**src/rtl/rr_output_arbiter.sv**
```systemverilog
// Round-robin per-output arbiter for the 5-port wormhole mesh router.
// Holds a one-hot grant for a whole packet; releases on tail or on length overflow.
module rr_output_arbiter #(
  parameter int N_PORTS   = 5,
  parameter int MAX_FLITS = 16
) (
  input  logic               clk,
  input  logic               rst,
  input  logic [N_PORTS-1:0] req,
  input  logic [N_PORTS-1:0] tail,
  input  logic               out_ready,
  output logic [N_PORTS-1:0] grant,
  output logic               grant_valid,
  output logic               xfer,
  output logic [2:0]         ptr,
  output logic               len_err
);

  localparam int CNT_W = $clog2(MAX_FLITS);

  typedef enum logic {IDLE, LOCKED} state_e;

  state_e             state_q;
  logic [N_PORTS-1:0] grant_q;
  logic [2:0]         ptr_q;
  logic [CNT_W-1:0]   cnt_q;
  logic               len_err_q;

  logic [N_PORTS-1:0] reqRot;
  logic [N_PORTS-1:0] pickRot;
  logic [N_PORTS-1:0] grant_d;
  logic [2:0]         ownerIdx;
  logic [2:0]         ptr_d;
  logic               ownerReq;
  logic               ownerTail;
  logic               lastFlit;
  logic               relXfer;

  // Rotate requests so ptr sits at bit 0, take the lowest set bit, rotate back.
  always_comb begin
    reqRot  = N_PORTS'({req, req} >> ptr_q);
    pickRot = reqRot & (~reqRot + N_PORTS'(1));
    grant_d = N_PORTS'(({pickRot, pickRot} << ptr_q) >> N_PORTS);

    ownerIdx = '0;
    for (int i = 0; i < N_PORTS; i++) begin
      if (grant_q[i]) ownerIdx = 3'(i);
    end
    ptr_d = (ownerIdx == 3'(N_PORTS - 1)) ? 3'd0 : ownerIdx + 3'd1;

    ownerReq  = |(grant_q & req);
    ownerTail = |(grant_q & tail);
    lastFlit  = (cnt_q == CNT_W'(MAX_FLITS - 1));
    xfer      = (state_q == LOCKED) & ownerReq & out_ready & ~rst;
    relXfer   = xfer & (ownerTail | lastFlit);
  end

  always_ff @(posedge clk) begin
    if (rst) begin
      state_q   <= IDLE;
      grant_q   <= '0;
      ptr_q     <= '0;
      cnt_q     <= '0;
      len_err_q <= 1'b0;
    end else begin
      case (state_q)
        IDLE: begin
          if (|req) begin
            grant_q <= grant_d;
            state_q <= LOCKED;
          end
        end
        LOCKED: begin
          // The pointer only moves on release, which bounds every waiter's latency.
          if (relXfer) begin
            grant_q <= '0;
            state_q <= IDLE;
            ptr_q   <= ptr_d;
            cnt_q   <= '0;
            if (!ownerTail) len_err_q <= 1'b1;
          end else if (xfer) begin
            cnt_q <= cnt_q + CNT_W'(1);
          end
        end
        default: state_q <= IDLE;
      endcase
    end
  end

  assign grant       = grant_q;
  assign grant_valid = |grant_q;
  assign ptr         = ptr_q;
  assign len_err     = len_err_q;

endmodule

```
**config.mk**
```make
export PLATFORM = sky130hd
export DESIGN_NAME = rr_output_arbiter
export DESIGN_NICKNAME = d
export VERILOG_FILES = /design/src/rtl/rr_output_arbiter.sv
export SDC_FILE = /design/constraint.sdc
export NUM_CORES = 1
export LEC_CHECK = 0
export ABC_CLOCK_PERIOD_IN_PS = 2400
export CAP_MARGIN = 20
export CORE_MARGIN = 3
export CORE_UTILIZATION = 52
export DETAILED_ROUTE_END_ITERATION = 6
export PLACE_DENSITY = 0.8
export SLEW_MARGIN = 20
export SYNTH_ARGS = -nofsm -noshare
export SYNTH_HDL_FRONTEND = slang
export SYNTH_SLANG_ARGS = --single-unit
```
**constraint.sdc**
```tcl
create_clock -name clk -period 2.4 [get_ports clk]
set_input_delay 0.36 -clock clk [delete_from_list [all_inputs] [get_ports clk]]
set_output_delay 0.36 -clock clk [all_outputs]
set_load 0.02 [all_outputs]
```
==> impl_metrics.xml, run 1 <==
<?xml version="1.0" encoding="UTF-8"?>
<metrics>
  <group name="setup_path">
    <metric name="rrSetupSlack" unit="ns">0.19</metric>
    <metric name="r2r_end" unit="">grant[3]</metric>
    <metric name="timing.critical_path.arrival" unit="ns">2.44</metric>
    <metric name="rr_startpoint" unit="">ptr[2]</metric>
    <metric name="worstPathRequired" unit="ns">2.64</metric>
    <metric name="endpoint_kind" unit="">flip-flop</metric>
    <metric name="setup.worst_path.start_class" unit="">flip-flop</metric>
    <metric name="critPathMaxFanout" unit="">12</metric>
    <metric name="rr_worst_depth" unit="">7</metric>
    <metric name="criticalPathCategory" unit="">flip-flop to flip-flop</metric>
  </group>
  <group name="sta">
    <metric name="relative_slew_slack" unit="">0.637</metric>
    <metric name="whs" unit="ns">0.488</metric>
    <metric name="clock_skew" unit="ns">0.00531</metric>
    <metric name="final_period_minus_worst_setup_slack" unit="ns">2.21</metric>
    <metric name="timing_max_transition_violations_final" unit="">0</metric>
    <metric name="hold_viol_final" unit="">0</metric>
    <metric name="final-setup-viol-count" unit="">0</metric>
    <metric name="setup_repair_after_global_routing_missed_its_margin" unit="">false</metric>
    <metric name="min_period_over_period" unit="">0.920</metric>
    <metric name="max_clock_freq" unit="GHz">0.453</metric>
    <metric name="worst-slew-pin-transition" unit="ns">0.543</metric>
  </group>
  <group name="drt">
    <metric name="detail_route.wl_per_cell" unit="um">17.3</metric>
    <metric name="drt_first_iter_violations" unit="">106</metric>
    <metric name="detail_route.vias_per_cell" unit="">6.63</metric>
    <metric name="drc" unit="">0</metric>
    <metric name="drt_wl_total" unit="mm">4.01</metric>
    <metric name="drtPass1Iterations" unit="">5</metric>
    <metric name="postRouteAntennaNets" unit="">0</metric>
    <metric name="vias" unit="">1537</metric>
  </group>
  <group name="global_routing">
    <metric name="grt_max_degree" unit="">16</metric>
    <metric name="gr-usage-all-layers" unit="">0.271</metric>
    <metric name="grt_antenna_before_repair" unit="">0</metric>
    <metric name="via_count_of_the_first_global_routing_pass" unit="">1467</metric>
    <metric name="globalRouteOverflowTotal" unit="">0</metric>
    <metric name="grt_pass1_wl" unit="mm">6.80</metric>
  </group>
  <group name="die">
    <metric name="std_cell_rows" unit="">17</metric>
    <metric name="die-area" unit="um^2">3090</metric>
    <metric name="die_h" unit="um">55.6</metric>
    <metric name="die_x" unit="um">55.6</metric>
    <metric name="fp.coreArea" unit="um^2">2280</metric>
    <metric name="top_level_i_o_count" unit="">24</metric>
    <metric name="start_util" unit="">0.561</metric>
  </group>
  <group name="clock_network">
    <metric name="clock_tree.htree_level_count" unit="">1</metric>
    <metric name="cts_sinks" unit="">14</metric>
    <metric name="post_cts_buffers" unit="">0</metric>
    <metric name="clock_pin_slew_on_the_worst_setup_and_hold_paths" unit="ns">0.08</metric>
    <metric name="max-clock-path-buffers" unit="">2</metric>
    <metric name="tritoncts.num_buffers" unit="">3</metric>
    <metric name="tritoncts" unit="">yes</metric>
    <metric name="worstSkewPairLatency" unit="ns">0.29</metric>
    <metric name="cts_root_buffer" unit="">sky130_fd_sc_hd__clkbuf_4</metric>
  </group>
  <group name="finish">
    <metric name="ff_latch_area" unit="um^2">280</metric>
    <metric name="n_fill_cell" unit="">179</metric>
    <metric name="syn2layout_area_growth" unit="%">30.4</metric>
    <metric name="num-nets-final" unit="">220</metric>
    <metric name="area_of_the_multi_input_gates" unit="um^2">901</metric>
    <metric name="antennaDiodeCount" unit="">0</metric>
    <metric name="ratio_of_cells_with_drive_above_1_in_the_final_layout" unit="">0.176</metric>
    <metric name="final_core_util" unit="">0.732</metric>
  </group>
  <group name="synth">
    <metric name="ys.flop_type" unit="">sky130_fd_sc_hd__dfxtp_1</metric>
    <metric name="synthCells" unit="">170</metric>
    <metric name="synth_enable_flop_cells" unit="">0</metric>
    <metric name="synth_area_per_cell" unit="um^2">7.51</metric>
    <metric name="synth_nets" unit="">185</metric>
    <metric name="synth.ff_latch_count" unit="">14</metric>
    <metric name="yosys_warnings" unit="">0</metric>
    <metric name="synth_sequential_area_ratio" unit="">0.219</metric>
    <metric name="async_reset_ff_frac" unit="">0</metric>
    <metric name="ys_types" unit="">49</metric>
    <metric name="netlist_area" unit="um^2">1280</metric>
  </group>
  <group name="power">
    <metric name="vdd_ir_drop_max" unit="V">0.000395</metric>
    <metric name="leakagePower" unit="nW">0.626</metric>
    <metric name="power.density" unit="nW/um^2">335</metric>
    <metric name="finalPower" unit="uW">558</metric>
  </group>
  <group name="worst_hold_path">
    <metric name="worst_hold_startpoint" unit="">len_err</metric>
    <metric name="hold_depth" unit="">2</metric>
    <metric name="hold_path_end" unit="">len_err</metric>
    <metric name="hp-class" unit="">flip-flop to flip-flop</metric>
  </group>
  <group name="placed_design">
    <metric name="io_buffer_count" unit="">23</metric>
    <metric name="routabilityCongestion" unit="">0.952</metric>
    <metric name="hpwlAfterDp" unit="mm">3.00</metric>
  </group>
  <group name="run_status">
    <metric name="status" unit="">finished, final reports clean</metric>
  </group>
  <group name="job">
    <metric name="maxCapViolations" unit="">0</metric>
  </group>
</metrics>
-- how the worst max path moves through the flow --
stage | start | end | slack [ns]
6_report | ptr[2] | grant[3] | 0.19
5_1_grt | req[2] | grant[0] | 0.05
4_1_cts | req[4] | xfer | 0.09
3_5_place_dp | req[2] | grant[0] | -0.03
3_3_place_gp | req[0] | xfer | 0.09
2_1_floorplan | ptr[1] | grant[4] | 0.41
-- cell type report --
class	instances	area share
clock buffer	4	0.0218
timing repair buffer	43	0.230
inverter	8	0.0180
tap	28	0.0210
sequential	14	0.168
multi-input combinational	135	0.541
-- repair_timing --
item / in CTS / in global routing
hold buffers: 0 / 0
endpoints found under the setup margin: 0 / 1
resized for setup: 0 / 1
-- layout by cell type (no fill, tap or decap), types with 2 or more instances in the layout --
cell	instances
sky130_fd_sc_hd__o21ai_1	3
sky130_fd_sc_hd__nor4_1	2
sky130_fd_sc_hd__clkbuf_4	3
sky130_fd_sc_hd__mux2i_1	10
sky130_fd_sc_hd__ha_1	2
sky130_fd_sc_hd__a31oi_1	9
sky130_fd_sc_hd__mux2_2	5
sky130_fd_sc_hd__nand2_1	10
sky130_fd_sc_hd__nor3_1	11
sky130_fd_sc_hd__inv_1	7
sky130_fd_sc_hd__a21oi_1	6
sky130_fd_sc_hd__dfxtp_1	14
sky130_fd_sc_hd__a22oi_1	5
sky130_fd_sc_hd__a22o_1	3
sky130_fd_sc_hd__o21ai_0	10
sky130_fd_sc_hd__o2111ai_1	2
sky130_fd_sc_hd__clkdlybuf4s50_1	22
sky130_fd_sc_hd__or3_1	2
sky130_fd_sc_hd__nand2b_1	2
sky130_fd_sc_hd__or2_2	2
sky130_fd_sc_hd__nor2_1	21
sky130_fd_sc_hd__nand4_1	2
sky130_fd_sc_hd__a222oi_1	2
sky130_fd_sc_hd__buf_4	20
sky130_fd_sc_hd__o211ai_1	3
-- cells by family (layout without fill, tap and decap cells) --
logic type	Yosys count	after routing	share of synthesized area
xor+xnor	1	1	0.00686
mux	16	16	0.134
compound gates	58	58	0.323
fa+ha+maj	2	2	0.0196
flops	14	14	0.219
buf+inv	21	55	0.0754
simple gates	58	58	0.221
-- critical path, stage by stage, from the launching register on --
cell and delay [ns]:
sky130_fd_sc_hd__dfxtp_1 0.67, sky130_fd_sc_hd__buf_4 0.27, sky130_fd_sc_hd__nor2b_1 0.08, sky130_fd_sc_hd__a211oi_1 0.23, sky130_fd_sc_hd__o21ai_0 0.10, sky130_fd_sc_hd__or3_1 0.34, sky130_fd_sc_hd__a32oi_1 0.29, sky130_fd_sc_hd__a22o_1 0.16
-- flip-flops by register name, summed over array words and instances (netlist names) --
signal,cells
cnt_q,4
state_q,1
ptr,3
len_err,1
grant,5
-- per-layer routing --
| layer | vias to the layer above | wire length (um) | part of all wire | global-route usage |
|---|---|---|---|---|
| met3 | 12 | 388 | 0.097 | 0.0584 |
| met5 | - | 0 | 0 | 0 |
| li1 | 711 | - | - | - |
| met1 | 707 | 1700 | 0.42 | 0.364 |
| met2 | 107 | 1870 | 0.47 | 0.417 |
| met4 | 0 | 48 | 0.012 | 0.111 |
-- power by group --
part | total (mW) | internal (mW) | switching [mW]
Sequential | 0.243 | 0.236 | 0.00644
Combinational | 0.140 | 0.0682 | 0.0714
Clock | 0.175 | 0.0925 | 0.0830
Total | 0.558 | 0.397 | 0.161
-- per-stage QoR --
| stage | TNS (ns) | setup slack, ns | cell area (um^2) | std cells |
|---|---|---|---|---|
| 2_1_floorplan | 0 | 0.415 | 1280 | 170 |
| 6_report | 0 | 0.193 | 1670 | 232 |
| 3_3_place_gp | 0 | 0.0899 | 1630 | 228 |
| 3_5_place_dp | -0.0327 | -0.0327 | 1630 | 228 |
| 4_1_cts | 0 | 0.0860 | 1660 | 232 |
| 5_1_grt | 0 | 0.0510 | 1670 | 232 |
-- cells in the mapped netlist (4+ instances only) --
library cell,n,area (um^2)
sky130_fd_sc_hd__nor2_1,21,78.8
sky130_fd_sc_hd__a31oi_1,9,56.3
sky130_fd_sc_hd__o21ai_0,10,50.1
sky130_fd_sc_hd__mux2i_1,10,100
sky130_fd_sc_hd__dfxtp_1,14,280
sky130_fd_sc_hd__nand2_1,10,37.5
sky130_fd_sc_hd__clkbuf_1,4,15.0
sky130_fd_sc_hd__a21oi_1,6,30.0
sky130_fd_sc_hd__nor3_1,11,55.1
sky130_fd_sc_hd__mux2_2,5,56.3
sky130_fd_sc_hd__buf_2,8,40.0
sky130_fd_sc_hd__a22oi_1,5,37.5
sky130_fd_sc_hd__inv_1,7,26.3
(Power assumes the default switching activity.)
==> run 2: changes to the inputs <==
CTS_CLUSTER_DIAMETER = 150   (was default)
==> results of run 2 <==
Same layout as run 1: the final DEF is identical, and so are final timing and power.
